`src/rtl/aes_block_uart_streamer_if.sv`:
```
// rtl/aes_block_uart_streamer_if.sv - block intake and UART TX handshake bundle for aes_block_uart_streamer
interface aes_block_uart_streamer_if;
    logic         blk_valid;
    logic [127:0] blk_data;
    logic         blk_ready;
    logic [7:0]   tx_data;
    logic         tx_start;
    logic         tx_done;

    modport master (
        output blk_valid, blk_data, tx_done,
        input  blk_ready, tx_data, tx_start
    );

    modport slave (
        input  blk_valid, blk_data, tx_done,
        output blk_ready, tx_data, tx_start
    );
endinterface

```
`src/rtl/aes_block_uart_streamer.sv`:
```
// rtl/aes_block_uart_streamer.sv - buffers 128-bit AES blocks and feeds them LSB byte first to a UART TX
// Optional trailing frame checksum byte: define AES_STREAM_CHECKSUM_EN.
module aes_block_uart_streamer #(
    parameter int FIFO_DEPTH  = 4,
    parameter int BLOCK_COUNT = 4,
    localparam int IDX_W      = $clog2(BLOCK_COUNT) + 1
) (
    input  logic                  clk,
    input  logic                  reset_n,
    aes_block_uart_streamer_if.slave bus,
    output logic                  busy,
    output logic                  frame_done,
    output logic [IDX_W-1:0]      blk_index
);
    localparam int PTR_W = (FIFO_DEPTH > 1) ? $clog2(FIFO_DEPTH) : 1;
    localparam int CNT_W = PTR_W + 1;

`ifdef AES_STREAM_CHECKSUM_EN
    typedef enum logic [2:0] {S_IDLE, S_LOAD, S_SEND, S_WAIT, S_CSUM} state_t;
`else
    typedef enum logic [2:0] {S_IDLE, S_LOAD, S_SEND, S_WAIT} state_t;
`endif

    logic [127:0]     mem_q [FIFO_DEPTH];
    logic [PTR_W-1:0] wr_ptr_q, rd_ptr_q;
    logic [CNT_W-1:0] count_q, count_d;
    logic             blk_ready_q;
    logic             push, pop;

    state_t           state_q, state_d;
    logic [127:0]     shreg_q, shreg_d;
    logic [3:0]       byte_cnt_q, byte_cnt_d;
    logic [IDX_W-1:0] blk_index_q, blk_index_d;
    logic             frame_done_q, frame_done_d;
`ifdef AES_STREAM_CHECKSUM_EN
    logic [7:0]       csum_q, csum_d;
    logic             csum_phase_q, csum_phase_d;
`endif

    assign push    = bus.blk_valid && blk_ready_q;
    assign count_d = count_q + CNT_W'(push) - CNT_W'(pop);

    // Storage is not reset; validity is tracked purely by the pointers and count.
    always_ff @(posedge clk) begin
        if (push) mem_q[wr_ptr_q] <= bus.blk_data;
    end

    always_ff @(posedge clk or negedge reset_n) begin
        if (!reset_n) begin
            wr_ptr_q    <= '0;
            rd_ptr_q    <= '0;
            count_q     <= '0;
            blk_ready_q <= 1'b1;
        end else begin
            if (push) wr_ptr_q <= wr_ptr_q + PTR_W'(1);
            if (pop)  rd_ptr_q <= rd_ptr_q + PTR_W'(1);
            count_q     <= count_d;
            blk_ready_q <= (count_d != CNT_W'(FIFO_DEPTH));
        end
    end

    always_ff @(posedge clk or negedge reset_n) begin
        if (!reset_n) begin
            state_q      <= S_IDLE;
            shreg_q      <= '0;
            byte_cnt_q   <= '0;
            blk_index_q  <= '0;
            frame_done_q <= 1'b0;
`ifdef AES_STREAM_CHECKSUM_EN
            csum_q       <= '0;
            csum_phase_q <= 1'b0;
`endif
        end else begin
            state_q      <= state_d;
            shreg_q      <= shreg_d;
            byte_cnt_q   <= byte_cnt_d;
            blk_index_q  <= blk_index_d;
            frame_done_q <= frame_done_d;
`ifdef AES_STREAM_CHECKSUM_EN
            csum_q       <= csum_d;
            csum_phase_q <= csum_phase_d;
`endif
        end
    end

    always_comb begin
        state_d      = state_q;
        shreg_d      = shreg_q;
        byte_cnt_d   = byte_cnt_q;
        blk_index_d  = blk_index_q;
        frame_done_d = 1'b0;
        pop          = 1'b0;
`ifdef AES_STREAM_CHECKSUM_EN
        csum_d       = csum_q;
        csum_phase_d = csum_phase_q;
`endif
        case (state_q)
            S_IDLE: if (count_q != '0) state_d = S_LOAD;
            S_LOAD: begin
                pop        = 1'b1;
                shreg_d    = mem_q[rd_ptr_q];
                byte_cnt_d = '0;
                state_d    = S_SEND;
            end
            S_SEND: state_d = S_WAIT;
            S_WAIT: if (bus.tx_done) begin
`ifdef AES_STREAM_CHECKSUM_EN
                if (csum_phase_q) begin
                    csum_phase_d = 1'b0;
                    csum_d       = '0;
                    blk_index_d  = '0;
                    frame_done_d = 1'b1;
                    state_d      = S_IDLE;
                end else begin
                    csum_d = csum_q ^ shreg_q[7:0];
`else
                begin
`endif
                    shreg_d    = shreg_q >> 8;
                    byte_cnt_d = byte_cnt_q + 4'd1;
                    if (byte_cnt_q != 4'd15) begin
                        state_d = S_SEND;
                    end else if (blk_index_q == IDX_W'(BLOCK_COUNT - 1)) begin
`ifdef AES_STREAM_CHECKSUM_EN
                        blk_index_d = blk_index_q + IDX_W'(1);
                        state_d     = S_CSUM;
`else
                        blk_index_d  = '0;
                        frame_done_d = 1'b1;
                        state_d      = S_IDLE;
`endif
                    end else begin
                        blk_index_d = blk_index_q + IDX_W'(1);
                        state_d     = (count_q != '0) ? S_LOAD : S_IDLE;
                    end
                end
            end
`ifdef AES_STREAM_CHECKSUM_EN
            // Checksum byte rides the shift register so SEND/WAIT stay unchanged.
            S_CSUM: begin
                shreg_d      = {120'd0, csum_q};
                csum_phase_d = 1'b1;
                state_d      = S_SEND;
            end
`endif
            default: state_d = S_IDLE;
        endcase
    end

    assign bus.blk_ready = blk_ready_q;
    assign bus.tx_data   = shreg_q[7:0];
    assign bus.tx_start  = (state_q == S_SEND);
    assign busy          = (count_q != '0) || (state_q != S_IDLE);
    assign frame_done    = frame_done_q;
    assign blk_index     = blk_index_q;
endmodule

```
`src/flat_wrapper.sv`:
```
// flat-port wrapper written by rule: the top's interface ports become plain ports
module aes_block_uart_streamer_flat 
#(
    parameter int FIFO_DEPTH  = 4,
    parameter int BLOCK_COUNT = 4,
    localparam int IDX_W      = $clog2(BLOCK_COUNT) + 1
)
  (clk, reset_n, busy, frame_done, blk_index, bus_blk_valid, bus_blk_data, bus_tx_done, bus_blk_ready, bus_tx_data, bus_tx_start);
  aes_block_uart_streamer_if bus_i ();
  input  logic clk;
  input  logic reset_n;
  output logic busy;
  output logic frame_done;
  output logic [IDX_W-1:0] blk_index;
  input wire logic [$bits(bus_i.blk_valid)-1:0] bus_blk_valid;
  input wire logic [$bits(bus_i.blk_data)-1:0] bus_blk_data;
  input wire logic [$bits(bus_i.tx_done)-1:0] bus_tx_done;
  output wire logic [$bits(bus_i.blk_ready)-1:0] bus_blk_ready;
  output wire logic [$bits(bus_i.tx_data)-1:0] bus_tx_data;
  output wire logic [$bits(bus_i.tx_start)-1:0] bus_tx_start;
  assign bus_i.blk_valid = bus_blk_valid;
  assign bus_i.blk_data = bus_blk_data;
  assign bus_i.tx_done = bus_tx_done;
  assign bus_blk_ready = bus_i.blk_ready;
  assign bus_tx_data = bus_i.tx_data;
  assign bus_tx_start = bus_i.tx_start;
  aes_block_uart_streamer #(.FIFO_DEPTH(FIFO_DEPTH), .BLOCK_COUNT(BLOCK_COUNT)) u_core (.clk(clk), .reset_n(reset_n), .bus(bus_i), .busy(busy), .frame_done(frame_done), .blk_index(blk_index));
endmodule
```
`config.mk`:
```
export PLATFORM = sky130hd
export DESIGN_NAME = aes_block_uart_streamer_flat
export DESIGN_NICKNAME = d
export VERILOG_FILES = /design/src/rtl/aes_block_uart_streamer_if.sv /design/src/rtl/aes_block_uart_streamer.sv /design/src/flat_wrapper.sv
export SDC_FILE = /design/constraint.sdc
export NUM_CORES = 1
export LEC_CHECK = 0
export CORE_ASPECT_RATIO = 1.1
export CORE_MARGIN = 4
export CORE_UTILIZATION = 45
export CTS_CLUSTER_DIAMETER = 50
export DETAILED_ROUTE_END_ITERATION = 8
export PLACE_DENSITY = 0.61
export SLEW_MARGIN = 10
export SYNTH_ARGS = -nofsm -noshare
export SYNTH_HDL_FRONTEND = slang
export SYNTH_SLANG_ARGS = --single-unit
```
`constraint.sdc`:
```
create_clock -name clk -period 5.3 [get_ports clk]
set_clock_uncertainty 0.15 [all_clocks]
set_input_delay 0.795 -clock clk [delete_from_list [all_inputs] [get_ports clk]]
set_output_delay 0.795 -clock clk [all_outputs]
set_load 0.01 [all_outputs]
```
==> results.txt <==
Slew margin rel. = 0.327
Initial DRC count = 1064
Crit-path cells = nor2_1 -> nand2_1 -> clkdlybuf4s50_1
Vias per cell = 5.70
Fin cells = 2519
Via count = 14363
Post-CTS sizing = 0
1st-pass router iterations = 5
Synth area leader = edfxtp_1
Final min period = 2.95 ns
Detail Route Antenna Nets = 0
GRT Overall Usage = 0.192
Most common cell after layout, fill and taps aside = edfxtp_1
Slowest cell on the critical path = dfrtp_1
Crit path required time = 4.36 ns
Num CTS Buffers = 70
Clk slew on worst S/H paths = 0.06 ns
Leading post-synthesis cells by cell area = edfxtp_1 (61%), dfrtp_1 (14%), mux2_2 (5.3%), a211oi_1 (3.6%), o22ai_1 (3.1%)
Dpl cells = 2390
DP HPWL = 30600 um
Gr ovfl total = 0
Worst path max stage delay = 0.68 ns
P_leak = 9.91 nW
Area post-placement = 27500 um^2
Routed WL = 58000 um
Netlist Area Pre-Place = 25400 um^2
Clock tree sinks = 658
Fin. max-slew vios = 0
Vias in the first global route = 14983
Slew @ Worst Pin = 1.01 ns
Final #Nets = 1867
Fmax = 338 MHz
First-pass GRT wire length = 88800 um
Row count = 90
Syn_area_per_cell = 15.8 um^2
WP data arrival = 2.01 ns
Post-synth EDFFs = 512
# DRC = 0
Synth Net Count = 1747
Cell variety after synth = 37
CTS tree = done
H-tree lvl count = 3
Crit end category = primary output
CTS Root Cell = clkbuf_16
Final Cell Area = 29800 um^2
RSZ-0062 raised after global routing = no
Cells after Synth = 1606
Setup TNS = 0 ns
Chip Width = 234 um
HP Class = in2async
RD Place Congestion = 0.738
CTS Hold Bufs = 0
CP Launch Type = flop
Primary FF master, synth = edfxtp_1
Largest net degree at the start of global routing = 130
Pwr dens = 524 nW/um^2
Yosys synthesis warning count = 0
Layout cells sized above 1 = 0.145
Diodes inserted = 0
Kind of critical path = reg2out
I/O pin count = 147
Max cap viols = 0
# setup viols final = 0
Most frequent cells in the layout = edfxtp_1 (512), clkdlybuf4s50_1 (145), dfrtp_1 (143)
Starting density of the core = 0.459
IO buf count = 146
Share of the synthesized area in the top cell type = 0.606
P&R area growth vs syn = 17.6%
Synth Register Bits = 658
Die Area = 60200 um^2
Core area = 55300 um^2
Period utilization = 0.557
Drt wl/cell = 23.0 um
Status = completed
Die Y = 257 um
Setup Buffers After CTS = 0
Clock insertion delay at the later pin of the skew report = 0.59 ns
Maximum vdd ir drop = 243 uV
Async S/R FF share, synth = 0.222
Final hold viol count = 0
Clock buffer depth = 3
Maximum fanout along the worst path = 16
Seq/Total Area, Yosys = 0.751
Initial antenna violation count = 4
[synth_stat cells (3+ instances only)]
library cell / n
buf_1: 6
edfxtp_1: 512
inv_1: 10
and3_1: 6
nor2_1: 9
dfrtp_1: 145
o21ai_0: 3
o22ai_1: 127
a211oi_1: 120
ha_1: 8
buf_4: 18
mux2i_1: 18
nor3_1: 121
a22o_1: 3
buf_2: 64
xnor2_1: 3
mux2_2: 120
a21o_1: 7
nand2_1: 10
clkbuf_1: 31
nand3_1: 6
a21oi_1: 121
nor2b_1: 121
[per-stage QoR]
step	setup WS (ns)	total power, mW	utilization	hold WS [ns]
floorplan	0.852	9.76	-	0.300
global placement	1.97	10.8	0.497	0.322
detailed placement	1.95	10.9	0.497	0.326
CTS	2.30	15.8	0.539	0.0739
global route	2.21	16.4	0.539	0.101
finish	2.35	15.6	0.539	0.0784
[logic make-up (layout without fill, tap and decap cells)]
| logic type | count (synthesis) | after routing | share of synthesized area |
|---|---|---|---|
| AO/OA/AOI/OAI | 386 | 386 | 0.0960 |
| XOR/XNOR | 5 | 5 | 0.00173 |
| buffers and inverters | 130 | 307 | 0.0254 |
| adder cells (fa/ha/maj) | 9 | 9 | 0.00474 |
| AND/OR/NAND/NOR | 280 | 280 | 0.0611 |
| multiplexers | 138 | 138 | 0.0604 |
| flip-flops | 658 | 658 | 0.751 |
[cell type report]
type | count | area [um^2]
tap | 736 | 921
timing repair buffer | 168 | 1770
clock buffer | 103 | 2070
multi-input combinational | 818 | 5720
inverter | 10 | 37.5
clock inverter | 26 | 267
sequential | 658 | 19000
fill | 4476 | 25500
[path summary, 6_finish.rpt]
kind                                                 startpoint                              end  slack (ns)  cells after the start
worst max-delay path              u_core.state_q[1]$_DFFE_PN0P_                             busy        2.35                      3
worst min-delay path                                    reset_n   u_core.shreg_q[85]$_DFFE_PN0P_        0.08                      1
worst max register to register    u_core.state_q[0]$_DFFE_PN0P_   u_core.shreg_q[99]$_DFFE_PN0P_        2.46                      5
worst min register to register  u_core.shreg_q[125]$_DFFE_PN0P_  u_core.shreg_q[125]$_DFFE_PN0P_        0.33                      1
max in group asynchronous                               reset_n   u_core.shreg_q[13]$_DFFE_PN0P_        3.91                      2
min in group clk                u_core.shreg_q[125]$_DFFE_PN0P_  u_core.shreg_q[125]$_DFFE_PN0P_        0.33                      1
[layer usage]
layer / wire (um) / global-route usage / vias to the layer above
li1: - / - / 6498
met1: 24600 / 0.250 / 7441
met2: 29500 / 0.331 / 324
met3: 2610 / 0.0338 / 94
met4: 1190 / 0.0545 / 6
met5: 35 / 0 / -
[worst max-delay path: cells and delay by family (launching register included)]
kind / cells / cell delay (ns)
flip-flops: 1 / 0.68
buffers and inverters: 1 / 0.52
AND/OR/NAND/NOR: 2 / 0.22
[registers in the layout (all words and copies together), names as in the netlist]
register	count
u_core.bus.blk_ready	1
u_core.count_q	3
u_core.mem_q	512
u_core.shreg_q	128
u_core.byte_cnt_q	4
u_core.state_q	2
u_core.frame_done	1
u_core.rd_ptr_q	2
u_core.blk_index	3
u_core.wr_ptr_q	2
[power breakdown]
group,internal (mW),switching (mW)
Combinational,1.31,1.96
Clock,2.96,1.94
Sequential,6.83,0.628
Total,11.1,4.53
Note: power is estimated with default switching activity, not from simulation.
